===== config.mk =====
export PLATFORM = sky130hd
export DESIGN_NAME = fir_coef_loader
export DESIGN_NICKNAME = d
export VERILOG_FILES = /design/src/rtl/fir_coef_loader.sv
export SDC_FILE = /design/constraint.sdc
export NUM_CORES = 2
export LEC_CHECK = 0
export CAP_MARGIN = 20
export CORE_MARGIN = 4
export CORE_UTILIZATION = 55
export CTS_CLUSTER_DIAMETER = 120
export CTS_CLUSTER_SIZE = 30
export DETAILED_ROUTE_END_ITERATION = 8
export GPL_TIMING_DRIVEN = 0
export HOLD_SLACK_MARGIN = 0.05
export PLACE_DENSITY_LB_ADDON = 0.15
export SYNTH_ARGS = -nofsm -noshare
export SYNTH_HDL_FRONTEND = slang
export SYNTH_SLANG_ARGS = --single-unit

===== constraint.sdc =====
create_clock -name clk -period 3.25 [get_ports clk]
set_input_delay 0.65 -clock clk [delete_from_list [all_inputs] [get_ports clk]]
set_output_delay 0.65 -clock clk [all_outputs]
set_load 0.01 [all_outputs]

===== src/rtl/fir_coef_loader.sv =====
// Stages NUM_COEF coefficients from a host, streams them into the FIR's inactive set,
// then flips coef_set at the first sink_valid gap so no sample sees a half-loaded set.
module fir_coef_loader #(
  parameter int COEF_WIDTH = 19,
  parameter int NUM_COEF   = 80,
  parameter int ADDR_WIDTH = 7
) (
  input  logic                  clk,
  input  logic                  reset_n,
  input  logic                  host_wr,
  input  logic [ADDR_WIDTH-1:0] host_addr,
  input  logic [COEF_WIDTH-1:0] host_data,
  input  logic                  host_commit,
  input  logic                  sink_valid,
  output logic                  busy,
  output logic                  done,
  output logic                  err,
  output logic                  coef_set,
  output logic                  coef_set_in,
  output logic                  coef_we,
  output logic [COEF_WIDTH-1:0] coef_in
);

  typedef enum logic [1:0] {IDLE, LOAD, DRAIN, WAIT_GAP} state_t;

  localparam logic [ADDR_WIDTH-1:0] LAST_ADDR = ADDR_WIDTH'(NUM_COEF - 1);
  // One bit wider so NUM_COEF is representable even when 2**ADDR_WIDTH == NUM_COEF.
  localparam logic [ADDR_WIDTH:0]   NUM_C     = (ADDR_WIDTH + 1)'(NUM_COEF);

  state_t                state, state_nxt;
  logic [ADDR_WIDTH-1:0] cnt;
  logic                  last_rd;
  logic                  rd_vld;
  logic [COEF_WIDTH-1:0] rd_data;
  logic [COEF_WIDTH-1:0] mem [NUM_COEF];
  logic                  commit_ok;
  logic                  rd_en;
  logic                  wr_ok;
  logic                  switch_now;

  always_comb begin
    state_nxt  = state;
    commit_ok  = 1'b0;
    rd_en      = 1'b0;
    switch_now = 1'b0;
    case (state)
      IDLE: begin
        if (host_commit) begin
          commit_ok = 1'b1;
          state_nxt = LOAD;
        end
      end
      LOAD: begin
        // Stay one extra cycle after the last read so its data reaches coef_in.
        if (!last_rd) rd_en = 1'b1;
        else          state_nxt = DRAIN;
      end
      DRAIN: state_nxt = WAIT_GAP;
      WAIT_GAP: begin
        if (!sink_valid) begin
          switch_now = 1'b1;
          state_nxt  = IDLE;
        end
      end
      default: state_nxt = IDLE;
    endcase
  end

  assign busy        = (state != IDLE);
  assign coef_set_in = ~coef_set;
  assign wr_ok       = host_wr && (state == IDLE) && ({1'b0, host_addr} < NUM_C);

  always_ff @(posedge clk) begin
    if (wr_ok) mem[host_addr] <= host_data;
    if (rd_en) rd_data <= mem[cnt];
  end

  always_ff @(posedge clk or negedge reset_n) begin
    if (!reset_n) begin
      state    <= IDLE;
      cnt      <= '0;
      last_rd  <= 1'b0;
      rd_vld   <= 1'b0;
      coef_we  <= 1'b0;
      coef_in  <= '0;
      coef_set <= 1'b0;
      done     <= 1'b0;
      err      <= 1'b0;
    end else begin
      state  <= state_nxt;
      rd_vld <= rd_en;
      done   <= switch_now;
      coef_we <= rd_vld;
      if (rd_vld)     coef_in  <= rd_data;
      if (switch_now) coef_set <= ~coef_set;
      if (commit_ok) begin
        cnt     <= '0;
        last_rd <= 1'b0;
        err     <= 1'b0;
      end else begin
        if (rd_en) begin
          cnt     <= cnt + 1'b1;
          last_rd <= (cnt == LAST_ADDR);
        end
        if (busy && (host_commit || host_wr)) err <= 1'b1;
      end
    end
  end

endmodule


Yosys cells after proc, flatten, opt, wreduce, memory -nomap -nowiden
Memory sizes are Yosys's and may differ from the RTL's. A register that Yosys moved wholly into a read port is not among the register bits.
Cells that the tools add are included.
Storage, ports and cells
  flip-flop bits (word level): 34
  bits in writable memories: 1520
  bits of input ports: 31
  output and inout port bits: 25
  logic and storage cells: 47
  memories kept: 1
Memory list
  mem: words 80, bits a word 19, rd ports 1, clocked after memory_dff 1, write ports 1, RTL line 35  | logic [COEF_WIDTH-1:0] mem [NUM_COEF];
Operators by class
  $add $sub $neg: 1
  $lt $le $gt $ge: 1
  equal/unequal tests: 7
  multiplexer cells: 18
  bitwise gates (word level): 1
  reductions and logical operators: 9
Operators with widths (number)
  2-to-1 mux 7 bit: 2
  2-to-1 mux 1 bit: 12
  case mux 2 bit (4 select lines): 1
  adder 7 x 1 -> 7 bit (second input constant): 1
  equality test 7 bit (second input constant): 1
  less-than comparator 7 bit (second input constant): 1
  2-to-1 mux 2 bit: 3
  inequality test 2 bit (second input constant): 3
  nonzero test 2 bit: 3
  equality test 2 bit (second input constant): 2
  logical AND 1 bit: 3
  AND reduction 3 bit: 1
  equality test 2 x 1 -> 1 bit (second input constant): 1
  zero test 2 bit: 1
  logical OR 1 bit: 1
  NOT 1 bit: 1

Logic depth before layout (Yosys ltp)
  depth after elaboration: 5
  mapped depth: 10
  mapped depth without buffers: 7

Worst setup path after synthesis
Ideal clock, no wire load.
  kind: input to register
  from: input port host_addr[4]
  to: memory mem[62][0], enable pin
  setup time: 395 ps
  data arrival time: 2221 ps
  data required time: 2855 ps
  path slack: 634 ps
  stages: 5
  buffers on the path: 0
  cell sequence: o21ai_0 > nand3_1 > nor2_1 > nand3_1 > nor2_1
Between the ends
  longest elaborated chain between the ends: 4
RTL lines
  start, declared: RTL line 11  | input logic [ADDR_WIDTH-1:0] host_addr,
  less-than comparator 7 bit: RTL line 71  | assign wr_ok = host_wr && (state == IDLE) && ({1'b0, host_addr} < NUM_C);
  logical AND 1 bit: RTL line 71
  2-to-1 mux 1 bit: RTL line 74  | if (wr_ok) mem[host_addr] <= host_data;
  2-to-1 mux 1 bit (implied by the code): RTL line 74
  end, declared: RTL line 35
Several ways; a longest one is shown, not always the timed one.

==> impl_metrics.tcl <==
set metrics [dict create \
    p_int_uw 31740 \
    drtAntennaViolNets 0 \
    place_hpwl_um 104500 \
    fp.dieW_um 339.2 \
    p_seq_frac 0.511 \
    status "finished, violations left" \
    areaGrowthSynthToFinish_pct 11.51 \
    cts_tree "done" \
    yosys_warnings 0 \
    setup_ws_ns -0.08016 \
    wl_met3_um 15250 \
    overflow 0 \
    max-clock-path-buffers 3 \
    initialDrtViolationCount 4112 \
    finalHoldViolCount 0 \
    die_area_mm2 0.1151 \
    core-area_mm2 0.1089 \
    violations "negative setup slack" \
    first_global_vias 29030 \
    placed_area_mm2 0.06486 \
    p_clk_frac 0.209 \
    crit_fanout 10 \
    drc 0 \
    wl_per_cell_um 35.67 \
    max-vdd-ir-drop_mv 0.6396 \
    cp-end-kind "flip-flop" \
    cp.arrival_ns 3.78 \
    start_util 0.5542 \
    p_comb_frac 0.281 \
    antenna_found_initial 5 \
    synth_ff_type "edfxtp_1" \
    nets 2934 \
    min_path_type "in -> reg" \
    synth_edf_count 1539 \
    ys_ff_latch 1573 \
    worstSkewPairLatency_ns 0.71 \
    top_layer "met5" \
    rsz0062_at_grt "true" \
    synth_area_per_cell_um2 22.52 \
    relSlewSlack 0.2882 \
    power_switching_uw 13000 \
    root_buffer "clkbuf_16" \
    grt_pass1_wl_um 218500 \
    yosysUniqueCellTypes 45 \
    final_core_util 0.6180 \
    wl_met1_um 60370 \
    cts_buffers 58 \
    synth_seq_area_share 0.7801 \
    skew_ns 0.01919 \
    synth_fp_nets 2716 \
    max_freq_mhz 300.3 \
    dieHeight_um 339.2 \
    drt_wl_total_um 155300 \
    ioPinCount 56 \
    power.static_leakage_uw 0.02049 \
    grt_max_degree 81 \
    crit_type "reg -> reg" \
    n_fill_cell 7237 \
    cap_violations 0 \
    netlist_instances 2679 \
    io_buffers 55 \
    start_kind "flip-flop" \
    final_cell_area_mm2 0.06728 \
    vias 29140 \
    finalSetupViolations 6 \
    drive_gt1_frac 0.3085 \
    gp_congestion 0.8790 \
    grt_use_total 0.2701 \
    tightest_slew_ns 1.068 \
    swShare 0.2906 \
    fin_crit_sh 1.025 \
    powerDensity_mw_per_mm2 665.0 \
    firstDrtPassIters 6 \
    cp.required_ns 3.70 \
    cts_sinks 1573 \
    drv_slew 0 \
    row_count 121 \
    async_flop_share 0.02161 \
    htreeDepth 2 \
    via_per_inst 6.693 \
    fin_crit_ns 3.330 \
    post-cts-setup-buffers 0 \
    met2WireLength_um 73170 \
    syn_area_mm2 0.06033 \
    clkTransAtPathRegs_ns 0.12 \
]
==> worst max-delay path, stage by stage, from the launching register on <==
cell	delay, ns
dfrtp_1	0.39
buf_2	0.25
buf_4	0.29
inv_2	0.25
buf_8	0.25
buf_4	0.35
mux2i_1	0.40
o211ai_1	0.37
o32a_1	0.48
==> metrics by stage <==
| stage | total power [µW] | hold WS (ns) | cells | setup TNS, ns | setup slack [ns] |
|---|---|---|---|---|---|
| floorplan | 30760 | 0.3519 | 2679 | 0 | 0.6343 |
| global placement | 35210 | 0.3633 | 4148 | -3362.31 | -1.937 |
| detailed placement | 35370 | 0.3721 | 4246 | -904.55 | -0.8982 |
| CTS | 44840 | 0.1378 | 4343 | -43.39 | -0.1713 |
| global route | 46200 | 0.1347 | 4348 | -1.735 | -0.05063 |
| finish | 44740 | 0.1783 | 4354 | -0.2127 | -0.08016 |
==> kinds of logic after synthesis <==
kind of cell | after synthesis | synth area share
compound gates | 168 | 0.02130
simple gates | 226 | 0.01678
buf+inv | 145 | 0.01238
mux | 555 | 0.1673
flops | 1573 | 0.7801
fa+ha+maj | 6 | 0.001244
xor+xnor | 6 | 0.0008711
==> area by class of cell <==
| cell class | instances | area (µm²) | area share |
|---|---|---|---|
| inverter | 8 | 30.03 | 0.0004464 |
| sequential | 1573 | 47070 | 0.6996 |
| multi-input combinational | 961 | 13120 | 0.1951 |
| tap | 1414 | 1769 | 0.02630 |
| buffer | 136 | 913.4 | 0.01358 |
| antenna | 6 | 15.01 | 0.0002232 |
| clock inverter | 1 | 20.02 | 0.0002976 |
| clock buffer | 96 | 1658 | 0.02464 |
| timing repair buffer | 159 | 2681 | 0.03986 |
==> worst paths after layout <==
path / start / slack (ns) / endpoint / cells after the start
setup / recovery: cnt[2] / -0.08 / rd_data[14] / 8
hold / removal: host_data[7] / 0.18 / mem[1][7] / 1
setup reg to reg: cnt[2] / -0.08 / rd_data[14] / 8
hold reg to reg: rd_vld / 0.39 / coef_we / 0
max in group asynchronous: reset_n / 2.54 / state[0] / 3
min in group asynchronous: reset_n / 0.28 / coef_in[10] / 2
==> cells in the mapped netlist (4+ instances only) <==
cell type	instances	share of area
xnor2_1	4	0.00058
a22o_1	6	0.00087
ha_1	6	0.0012
o2111a_1	6	0.0011
a221oi_1	14	0.0020
nor3_1	25	0.0021
nor2b_1	10	0.0010
a211oi_1	6	0.00075
buf_6	7	0.0013
a21oi_1	5	0.00041
nand2_1	32	0.0020
o211ai_1	11	0.0014
buf_2	63	0.0052
dfrtp_1	34	0.014
inv_1	7	0.00044
o21ai_0	8	0.00066
a221oi_2	9	0.0022
nor2_1	114	0.0071
o22ai_1	73	0.0076
o32a_1	11	0.0018
mux2_2	116	0.022
mux2i_1	88	0.015
clkbuf_1	37	0.0023
mux4_2	351	0.13
nand3_1	9	0.00075
a31oi_1	5	0.00052
o22a_1	11	0.0016
edfxtp_1	1539	0.77
nand2b_1	9	0.00093
buf_4	19	0.0024
buf_1	11	0.00068
nor4_1	14	0.0015
==> registers in the layout (all words and copies together) (netlist names) <==
name      cells
coef_set      1
err           1
state         2
rd_data      19
coef_we       1
cnt           7
mem        1520
last_rd       1
coef_in      19
rd_vld        1
done          1
==> power by group through the flow <==
stage          logic [µW]  registers, µW  clock network [µW]
2_1_floorplan        7480          23300                   0
4_1_cts             12500          22800                9450
3_5_place_dp        12100          23300                   0
6_report            12600          22800                9340
3_3_place_gp        11900          23400                   0
5_1_grt             13100          22900               10200
==> layout by cell type, fill, tap and decap left out, types with 7 or more instances in the layout <==
cell | Yosys | final
mux4_2 | 351 | 351
buf_16 | 0 | 49
buf_8 | 0 | 48
o211ai_1 | 11 | 11
mux2_2 | 116 | 116
nand2_1 | 32 | 28
o22ai_1 | 73 | 67
clkbuf_2 | 0 | 14
nor2b_1 | 10 | 10
nand3_1 | 9 | 7
nor3_1 | 25 | 20
buf_12 | 0 | 10
a221oi_1 | 14 | 10
nor2_2 | 0 | 54
edfxtp_1 | 1539 | 1539
clkbuf_16 | 0 | 61
clkdlybuf4s50_1 | 0 | 35
inv_1 | 7 | 7
nor4_1 | 14 | 9
buf_1 | 11 | 8
o22a_1 | 11 | 10
nor2_4 | 0 | 28
nand2b_1 | 9 | 9
o32a_1 | 11 | 11
buf_4 | 19 | 45
buf_2 | 63 | 40
o21ai_0 | 8 | 8
buf_6 | 7 | 17
mux2i_2 | 0 | 17
mux2i_1 | 88 | 68
dfrtp_1 | 34 | 33
clkbuf_1 | 37 | 56
a221oi_2 | 9 | 13
nor2_1 | 114 | 32
==> per-layer routing <==
metal  vias to the layer above  GRT usage
met5                         -          0
met4                         6    0.09209
met3                       260    0.05188
met2                      1548     0.4179
met1                     15620     0.3949
li1                      11710          -
==> repair_timing <==
item                       4_1_cts  5_1_grt
hold endpoints to repair        34        0
resized for setup              131       30
pin swaps                        8        3
setup endpoints to repair      460      314
hold buffers                     1        0
No activity file was read; power rests on OpenSTA's default activity.
